File: src/rtl/conv1d_engine_pkg.sv
// ============================================================================
// conv1d_engine_pkg : shared state encoding and parameter legality check
// Rev 1.0
// ============================================================================
`default_nettype none

package conv1d_engine_pkg;

  typedef enum logic [1:0] {
    LOAD    = 2'd0,
    COMPUTE = 2'd1,
    DRAIN   = 2'd2,
    OUTPUT  = 2'd3
  } conv_state_t;

  // True when the accumulator can never overflow and the filter fits the data.
  function automatic bit params_ok(input int dw, input int data_n, input int filter_n,
                                   input int lg_filter_n, input int acc_w);
    return (acc_w >= 2 * dw + lg_filter_n) && (filter_n >= 2) && (filter_n <= data_n);
  endfunction

endpackage

`default_nettype wire

File: src/rtl/conv1d_engine_mac.sv
// ============================================================================
// conv1d_engine_mac : registered signed multiply feeding a sign-extended accumulator
// Rev 1.0
// ============================================================================
`default_nettype none

module conv1d_engine_mac #(
  parameter int DW    = 8,
  parameter int ACC_W = 21
) (
  input  logic             clk,
  input  logic             reset,
  input  logic             clr_i,
  input  logic             prod_en_i,
  input  logic             acc_en_i,
  input  logic [DW-1:0]    x_i,
  input  logic [DW-1:0]    f_i,
  output logic [ACC_W-1:0] acc_sum_o
);

  logic signed [2*DW-1:0]  w_prod;
  logic signed [2*DW-1:0]  prod_q;
  logic signed [ACC_W-1:0] w_prod_ext;
  logic signed [ACC_W-1:0] acc_q;
  logic signed [ACC_W-1:0] acc_d;

  assign w_prod     = $signed(x_i) * $signed(f_i);
  assign w_prod_ext = {{(ACC_W - 2 * DW){prod_q[2*DW-1]}}, prod_q};
  assign acc_sum_o  = acc_q + w_prod_ext;

  // The product lags its issue by one cycle, so the sum always folds in last cycle's product.
  always_comb begin
    acc_d = acc_q;
    if (clr_i) begin
      acc_d = '0;
    end else if (acc_en_i) begin
      acc_d = acc_sum_o;
    end
  end

  always_ff @(posedge clk) begin
    if (reset) begin
      prod_q <= '0;
      acc_q  <= '0;
    end else begin
      if (prod_en_i) begin
        prod_q <= w_prod;
      end
      acc_q <= acc_d;
    end
  end

endmodule

`default_nettype wire

File: src/rtl/conv1d_engine_mem.sv
// ============================================================================
// conv1d_engine_mem : single-write-port register file with combinational read
// Rev 1.0
// ============================================================================
`default_nettype none

module conv1d_engine_mem #(
  parameter int WIDTH = 8,
  parameter int DEPTH = 8,
  parameter int AW    = 3
) (
  input  logic             clk,
  input  logic             we_i,
  input  logic [AW-1:0]    waddr_i,
  input  logic [WIDTH-1:0] wdata_i,
  input  logic [AW-1:0]    raddr_i,
  output logic [WIDTH-1:0] rdata_o
);

  logic [WIDTH-1:0] mem_q [DEPTH];

  always_ff @(posedge clk) begin
    if (we_i) begin
      mem_q[waddr_i] <= wdata_i;
    end
  end

  assign rdata_o = mem_q[raddr_i];

endmodule

`default_nettype wire

File: src/rtl/conv1d_engine.sv
// ============================================================================
// conv1d_engine : self-sequencing 1-D valid convolution with stream handshakes
// Rev 1.0
// ============================================================================
`default_nettype none

module conv1d_engine
  import conv1d_engine_pkg::*;
#(
  parameter int DW          = 8,
  parameter int DATA_N      = 8,
  parameter int FILTER_N    = 4,
  parameter int LG_DATA_N   = 3,
  parameter int LG_FILTER_N = 2,
  parameter int ACC_W       = 21
) (
  input  logic             clk,
  input  logic             reset,
  input  logic [DW-1:0]    s_data_x,
  input  logic             s_valid_x,
  output logic             s_ready_x,
  input  logic [DW-1:0]    s_data_f,
  input  logic             s_valid_f,
  output logic             s_ready_f,
  input  logic             relu_en,
  output logic [ACC_W-1:0] m_data_y,
  output logic             m_valid_y,
  input  logic             m_ready_y,
  output logic             busy
);

  localparam logic [LG_DATA_N:0]     C_X_LAST = (LG_DATA_N + 1)'(DATA_N - 1);
  localparam logic [LG_DATA_N:0]     C_X_FULL = (LG_DATA_N + 1)'(DATA_N);
  localparam logic [LG_FILTER_N:0]   C_F_LAST = (LG_FILTER_N + 1)'(FILTER_N - 1);
  localparam logic [LG_FILTER_N:0]   C_F_FULL = (LG_FILTER_N + 1)'(FILTER_N);
  localparam logic [LG_FILTER_N-1:0] C_K_LAST = (LG_FILTER_N)'(FILTER_N - 1);
  localparam logic [LG_DATA_N-1:0]   C_N_LAST = (LG_DATA_N)'(DATA_N - FILTER_N);

  if (!params_ok(DW, DATA_N, FILTER_N, LG_FILTER_N, ACC_W)) begin : g_bad_params
    $error("conv1d_engine: illegal parameter combination");
  end

  conv_state_t          state_q;
  logic [LG_DATA_N:0]   cnt_x_q;
  logic [LG_FILTER_N:0] cnt_f_q;
  logic [LG_DATA_N-1:0] n_q;
  logic [LG_FILTER_N-1:0] k_q;
  logic                 relu_q;
  logic                 s_ready_x_q;
  logic                 s_ready_f_q;
  logic                 m_valid_y_q;
  logic [ACC_W-1:0]     m_data_y_q;
  logic                 busy_q;

  logic                 w_x_acc;
  logic                 w_f_acc;
  logic [LG_DATA_N-1:0] w_x_raddr;
  logic [DW-1:0]        w_x_rd;
  logic [DW-1:0]        w_f_rd;
  logic                 w_issue;
  logic                 w_acc_clr;
  logic                 w_acc_en;
  logic [ACC_W-1:0]     w_acc_sum;

  assign w_x_acc   = s_valid_x & s_ready_x_q;
  assign w_f_acc   = s_valid_f & s_ready_f_q;
  assign w_x_raddr = n_q + (LG_DATA_N)'(k_q);
  assign w_issue   = (state_q == COMPUTE);
  assign w_acc_clr = w_issue && (k_q == '0);
  assign w_acc_en  = (w_issue && (k_q != '0)) || (state_q == DRAIN);

  conv1d_engine_mem #(.WIDTH(DW), .DEPTH(DATA_N), .AW(LG_DATA_N)) u_x_mem (
    .clk     (clk),
    .we_i    (w_x_acc),
    .waddr_i (cnt_x_q[LG_DATA_N-1:0]),
    .wdata_i (s_data_x),
    .raddr_i (w_x_raddr),
    .rdata_o (w_x_rd)
  );

  conv1d_engine_mem #(.WIDTH(DW), .DEPTH(FILTER_N), .AW(LG_FILTER_N)) u_f_mem (
    .clk     (clk),
    .we_i    (w_f_acc),
    .waddr_i (cnt_f_q[LG_FILTER_N-1:0]),
    .wdata_i (s_data_f),
    .raddr_i (k_q),
    .rdata_o (w_f_rd)
  );

  conv1d_engine_mac #(.DW(DW), .ACC_W(ACC_W)) u_mac (
    .clk       (clk),
    .reset     (reset),
    .clr_i     (w_acc_clr),
    .prod_en_i (w_issue),
    .acc_en_i  (w_acc_en),
    .x_i       (w_x_rd),
    .f_i       (w_f_rd),
    .acc_sum_o (w_acc_sum)
  );

  always_ff @(posedge clk) begin
    if (reset) begin
      state_q     <= LOAD;
      cnt_x_q     <= '0;
      cnt_f_q     <= '0;
      n_q         <= '0;
      k_q         <= '0;
      relu_q      <= 1'b0;
      s_ready_x_q <= 1'b1;
      s_ready_f_q <= 1'b1;
      m_valid_y_q <= 1'b0;
      m_data_y_q  <= '0;
      busy_q      <= 1'b0;
    end else begin
      case (state_q)
        LOAD: begin
          if (w_x_acc) begin
            cnt_x_q <= cnt_x_q + 1'b1;
            if (cnt_x_q == C_X_LAST) s_ready_x_q <= 1'b0;
          end
          if (w_f_acc) begin
            cnt_f_q <= cnt_f_q + 1'b1;
            if (cnt_f_q == C_F_LAST) s_ready_f_q <= 1'b0;
          end
          if ((cnt_x_q == C_X_FULL) && (cnt_f_q == C_F_FULL)) begin
            state_q <= COMPUTE;
            relu_q  <= relu_en;
            busy_q  <= 1'b1;
            n_q     <= '0;
            k_q     <= '0;
          end
        end
        COMPUTE: begin
          if (k_q == C_K_LAST) begin
            k_q     <= '0;
            state_q <= DRAIN;
          end else begin
            k_q <= k_q + 1'b1;
          end
        end
        DRAIN: begin
          // The sum already includes the final product the MAC absorbs this edge.
          m_data_y_q  <= (relu_q && w_acc_sum[ACC_W-1]) ? '0 : w_acc_sum;
          m_valid_y_q <= 1'b1;
          state_q     <= OUTPUT;
        end
        OUTPUT: begin
          if (m_ready_y) begin
            m_valid_y_q <= 1'b0;
            if (n_q == C_N_LAST) begin
              state_q     <= LOAD;
              cnt_x_q     <= '0;
              cnt_f_q     <= '0;
              n_q         <= '0;
              s_ready_x_q <= 1'b1;
              s_ready_f_q <= 1'b1;
              busy_q      <= 1'b0;
            end else begin
              n_q     <= n_q + 1'b1;
              state_q <= COMPUTE;
            end
          end
        end
        default: state_q <= LOAD;
      endcase
    end
  end

  assign s_ready_x = s_ready_x_q;
  assign s_ready_f = s_ready_f_q;
  assign m_data_y  = m_data_y_q;
  assign m_valid_y = m_valid_y_q;
  assign busy      = busy_q;

endmodule

`default_nettype wire

File: config.mk
export PLATFORM = sky130hd
export DESIGN_NAME = conv1d_engine
export DESIGN_NICKNAME = d
export VERILOG_FILES = /design/src/rtl/conv1d_engine_pkg.sv /design/src/rtl/conv1d_engine_mac.sv /design/src/rtl/conv1d_engine_mem.sv /design/src/rtl/conv1d_engine.sv
export SDC_FILE = /design/constraint.sdc
export NUM_CORES = 1
export LEC_CHECK = 0
export ABC_CLOCK_PERIOD_IN_PS = 7500
export CAP_MARGIN = 20
export CORE_AREA = 2 2 135 137
export DETAILED_ROUTE_END_ITERATION = 7
export DIE_AREA = 0 0 137 139
export PLACE_DENSITY_LB_ADDON = 0.15
export REMOVE_ABC_BUFFERS = 1
export SYNTH_ARGS = -nofsm -noshare
export SYNTH_HDL_FRONTEND = slang
export SYNTH_SLANG_ARGS = --single-unit
File: constraint.sdc
create_clock -name clk -period 7.5 [get_ports clk]
set_clock_uncertainty 0.1 [all_clocks]
set_input_delay 0.75 -clock clk [delete_from_list [all_inputs] [get_ports clk]]
set_output_delay 0.75 -clock clk [all_outputs]
set_load 0.05 [all_outputs]
After elaboration in Yosys (flattened, before gate mapping)
Memory sizes are Yosys's and may differ from the RTL's. A register that Yosys moved wholly into a read port is not among the register bits.
Index checks and enable logic that the tools add are counted.
Storage, ports and cells
  bits of input ports: 22
  memory bits (writable): 96
  logic and storage cells: 104
  register bits: 77
  output and inout bits: 25
  memories: 2
Cells by class
  muxes and demuxes: 41
  reduce and logical (&&, ||, !) cells: 22
  equality and inequality tests: 17
  bitwise gates (word level): 2
  $mul: 1
  add/subtract/negate cells: 6
Memories
  u_x_mem.mem_q: words 8, width 8, read ports 1, clocked after Yosys merged registers in 0, wr ports 1, line conv1d_engine_mem.sv:20  | logic [WIDTH-1:0] mem_q [DEPTH];
  u_f_mem.mem_q: words 4, width 8, read ports 1, clocked after Yosys merged registers in 1, wr ports 1, line conv1d_engine_mem.sv:20
Operators by type and width (number)
  adder 21 x 16 -> 21 bit: 1
  two-way mux 21 bit: 1
  two-way mux 3 bit: 6
  multiplier 8 x 8 -> 16 bit: 1
  two-way mux 1 bit: 15
  two-way mux 2 bit: 7
  two-way mux 4 bit: 3
  one-hot mux 3 bit (2 select lines): 2
  AND reduction 4 bit: 3
  inequality test 2 bit (second input constant): 5
  AND reduction 5 bit: 2
  one-hot mux 1 bit (2 select lines): 4
  one-hot mux 2 bit (4 select lines): 1
  one-hot mux 4 bit (2 select lines): 1
  nonzero test 2 bit: 4
  adder 3 x 1 -> 3 bit (second input constant): 2
  == test 2 bit (second input constant): 3
  == test 3 bit (second input constant): 2
  inequality test 2 x 1 -> 1 bit (second input constant): 3
  AND reduction 2 bit: 3
  AND reduction 3 bit: 2
  adder 4 x 1 -> 4 bit (second input constant): 1
  == test 4 x 3 -> 1 bit (second input constant): 1
  == test 4 bit (second input constant): 1
  10 further kinds: 15

Depth between registers and ports, before layout
Gate-level depths: netlist (run 1).
  word-level depth: 6
  gate-level depth with buffers: 24
  depth with buffers taken out: 22

Modules after synthesis
A second synthesis (run 1) with hierarchy kept.
Unflattened totals
  cell total of the unflattened synthesis: 951
  area, all modules: 10578.9 um^2
By module, submodules not included
  conv1d_engine_mac: times used 1, area each 4878.4 um^2, cells each 567
  conv1d_engine_mem (u_x_mem): times used 1, area each 2531.2 um^2, cells each 106
  conv1d_engine: times used 1, area each 1980.6 um^2, cells each 232
  conv1d_engine_mem (u_f_mem): times used 1, area each 1188.6 um^2, cells each 46

Worst setup path before layout (run 1)
OpenSTA, ideal clock, no wires.
  kind: register to register
  start point: register n_q[0]
  end point: register u_mac.prod_q[15]
  arrival time: 6.088 ns
  stages on the path, launching flop included: 23
  path buffers: 2
  library setup time: 0.106 ns
  data required time: 7.294 ns
  slack: 1.206 ns
  period minus slack after synthesis: 6.294 ns
  path through: dfxtp_1 > ha_1 > inv_1 > fa_1 > buf_2 > buf_2 > mux4_2 > mux2i_1 > or2_2 > fa_1 > fa_1 > inv_1 > fa_1 > inv_1 > fa_1 > inv_1 > ha_1 > inv_1 > o211a_1 > o311ai_0 > o21ai_0 > o41a_1 > o311ai_0
Between the ends
  word-level cells in the longest chain between the ends: 3
RTL lines
  from (decl): line conv1d_engine.sv:46  | logic [LG_DATA_N-1:0] n_q;
  from (signal assigned): line conv1d_engine.sv:159  | n_q <= n_q + 1'b1;
  adder 3 x 2 -> 3 bit: line conv1d_engine.sv:67  | assign w_x_raddr = n_q + (LG_DATA_N)'(k_q);
  memory (8 x 8 bit)
  multiplier 8 x 8 -> 16 bit: line conv1d_engine_mac.sv:27  | assign w_prod = $signed(x_i) * $signed(f_i);
  to (signal assigned): line conv1d_engine_mac.sv:47  | prod_q <= w_prod;
  to (decl): line conv1d_engine_mac.sv:22  | logic signed [2*DW-1:0] prod_q;
No other way between the ends.
A chain may end at the register's enable or synchronous reset.

Worst setup path in the final report (run 1)
  start point: register k_q[0]
  end point: register u_mac.prod_q[15]
Between the ends
  word-level cells in the longest chain between the ends: 3
RTL lines
  from (decl): line conv1d_engine.sv:47  | logic [LG_FILTER_N-1:0] k_q;
  from (signal assigned): line conv1d_engine.sv:138  | k_q <= k_q + 1'b1;
  adder 3 x 2 -> 3 bit: line conv1d_engine.sv:67
  memory (8 x 8 bit)
  multiplier 8 x 8 -> 16 bit: line conv1d_engine_mac.sv:27
No other way between the ends.

==> results of run 1 <==
-- registers in the layout (all words and copies together), names as in the netlist, named ones only --
name / flops
k_q: 2
u_mac.prod_q: 16
u_x_mem.mem_q: 64
busy: 1
relu_q: 1
s_ready_x: 1
s_ready_f: 1
n_q: 3
m_valid_y: 1
u_f_mem.mem_q: 32
u_mac.acc_q: 21
cnt_f_q: 3
state_q: 2
cnt_x_q: 4
m_data_y: 21
-- per-layer routing --
layer	up-vias	share of wire (%)
li1	3416	-
met1	3428	45
met2	109	50
met3	32	3.0
met4	0	2.1
met5	-	0
-- power by group through the flow --
| stage | Clock [W] | Combinational, W | Sequential (W) |
|---|---|---|---|
| after floorplan | 0 | 0.00210 | 0.00115 |
| after global placement | 0 | 0.00261 | 0.00115 |
| after detailed placement | 0 | 0.00267 | 0.00116 |
| after CTS | 0.000900 | 0.00268 | 0.00114 |
| after global routing | 0.000939 | 0.00302 | 0.00114 |
| final | 0.000888 | 0.00263 | 0.00114 |
-- through the flow --
stage	std cells	cell area, um2	utilization [%]	worst slack, ps
after floorplan	928	10250	-	1089
after global placement	1216	11110	62.90	763.6
after detailed placement	1216	11110	62.90	599.4
after CTS	1248	11710	66.31	553.5
after global routing	1248	11710	66.31	169.7
final	1248	11710	66.31	609.0
-- cells by family after synthesis --
family	count (synthesis)	synth area share, %
AOI/OAI and AO/OA	142	8.683
xor gates and xnor gates	36	3.035
adders and majority gates	122	18.81
buffers and inverters	136	5.106
DFF	175	42.97
muxes	49	7.286
and+or+nand+nor	299	14.11
-- worst min-delay path by stage --
stage	startpoint	end	slack (ps)	depth (start not counted)
detailed placement	m_data_y[16]	m_data_y[16]	340	2
finish	m_data_y[16]	m_data_y[16]	360	2
CTS	m_data_y[16]	m_data_y[16]	360	2
global placement	m_data_y[19]	m_data_y[19]	340	2
global route	u_mac.acc_q[10]	u_mac.acc_q[10]	380	2
floorplan	u_mac.acc_q[18]	u_mac.acc_q[18]	340	2
-- synth_stat cells (10+ instances only) --
library cell	instances	area [um2]
and3_1	10	62.56
fa_1	57	1141
inv_1	104	390.4
nor2_1	72	270.3
nand3_1	23	115.1
nand2_1	86	322.8
mux4_2	21	473.0
a21oi_1	54	270.3
xor2_1	11	96.34
edfxtp_1	96	2883
nor2b_1	27	168.9
mux2i_1	25	250.2
dfxtp_1	79	1582
nor3_1	17	85.08
clkbuf_1	19	71.32
o21ai_0	23	115.1
ha_1	65	813.3
nand2b_1	23	143.9
and2_1	10	62.56
xnor2_1	25	219.0
-- worst min-delay path, stage by stage (launching register included) --
cell     delay, ps
dfxtp_1        330
nand2_1         40
o21ai_0         50
-- cell type report --
| cell class | count | area [um2] |
|---|---|---|
| clock buffers | 17 | 425.4 |
| clock inverters | 15 | 176.4 |
| fillers | 1346 | 5948 |
| inverters | 105 | 394.1 |
| multi-input cells | 648 | 5409 |
| flip-flops and latches | 175 | 4464 |
| well taps | 229 | 286.5 |
| repair buffers | 59 | 553.0 |
==> metrics.yaml, run 1 <==
status: "completed"
ant_nets: 0
grt_pass1_wl_mm: 34.11
mostFrequentLayoutCell: "inv_1"
comb_power_share_pct: 56.5
clockBufferDepth: 2
dieWidth_um: 137
avgSynthCellArea_um2: 10.83
synth_cell_type_count: 68
hold_viol: 0
use_met3_pct: 4.020
p_seq_share_pct: 24.4
r2r-end: "u_mac.prod_q[15]"
hold_class: "reg2reg"
synth_area_um2: 10390
sw_frac_of_total_pct: 42.13
fin_nets: 1150
antenna_found_initial: 0
slew_viol_final: 0
grt_pass1_vias: 6889
grt-ovfl-total: 0
pin_count: 47
cts_tree: "built"
die_h_um: 139
antenna_cells: 0
fin_crit_sh_pct: 91.88
slowest_stage: "fa_1"
critical_path_arrival_ps: 7130
clock_latency_ps: 440
hpwl_mm: 14.85
grt-busiest-layer: "met2"
pwr-share-clk_pct: 19.1
critPathBufInv: 6
powerDensity_nw_per_um2: 397.6
worstRegToRegCells: 21
avgRoutedWirePerCell_um: 16.30
drive_above_1_share_pct: 8.538
grt_use_met2_pct: 38.13
cts_buffers: 17
reg2reg_slack_ps: 610
cts_max_level: 4
internal_power_w: 0.002694
syn_inst: 959
cp-end-kind: "flip-flop"
path_clk_slew_ps: 80
whs_ps: 355.1
gp_congestion: 0.8292
dieArea_um2: 19040
max_freq_mhz: 145.1
required_ps: 7740
core_area_um2: 17660
critPathMaxFanout: 12
drv_cap: 0
ys_seq_area_share_pct: 42.97
setup-violations-final: 0
path_common_cell: "inv_1"
rsz0062_at_grt: "false"
port_buffers: 46
dr.pass1.iters: 4
ys_warn_count: 0
post-cts-setup-buffer-count: 0
net-switching-power_w: 0.001961
setup_tns_ps: 0
leakagePower_nw: 4.665
rr_startpoint: "k_q[0]"
cp-endpoint: "u_mac.prod_q[15]"
async_reset_ff_share_pct: 0
grt_use_met1_pct: 30.72
grt_start_max_net_pins: 59
clock-sinks: 175
crit_start: "k_q[0]"
globalRouteTotalUtil_pct: 22.84
path_delay_family: "adder cells"
synth-main-ff-cell: "edfxtp_1"
drc: 0
cp-start-kind: "flip-flop"
maxSlewHeadroom_pct: 34.77
synth_edf_count: 96
wl_mm: 20.34
fp-row-count: 49
min_period_ps: 6891
ctsHoldBuffers: 0
crit_type: "reg2reg"
synth_seq_cells: 175
vias: 6985
vias_per_cell: 5.597
critPathMaxStageDelay_ps: 950
clockRootBuffer: "clkbuf_16"
ir_drop_mv: 0.3830
tightest_slew_ps: 974.8
area.growth.synth_to_final_pct: 12.69
drtIter0Drc: 317
path_depth: 21
path_cells: "ha_1 > inv_1 > fa_1 > mux4_2 > mux2i_1 > nand2b_1 > inv_1 > fa_1 > inv_1 > fa_1 > inv_1 > fa_1 > inv_1 > fa_1 > inv_1 > ha_1 > nand2_1 > o311ai_0 > o21ai_0 > o41a_1 > o311ai_0"
final_cell_mix: "inv_1, edfxtp_1, nand2_1"
total_power_w: 0.004656
cts_resized: 0
initial_utilization_pct: 58.84
No activity file was read; power rests on OpenSTA's default activity.
==> run 2, diff against run 1 <==
Settings changed: CTS_CLUSTER_DIAMETER set to 80.
==> results of run 2 <==
Final layout, timing and power as in run 1 (identical DEF).
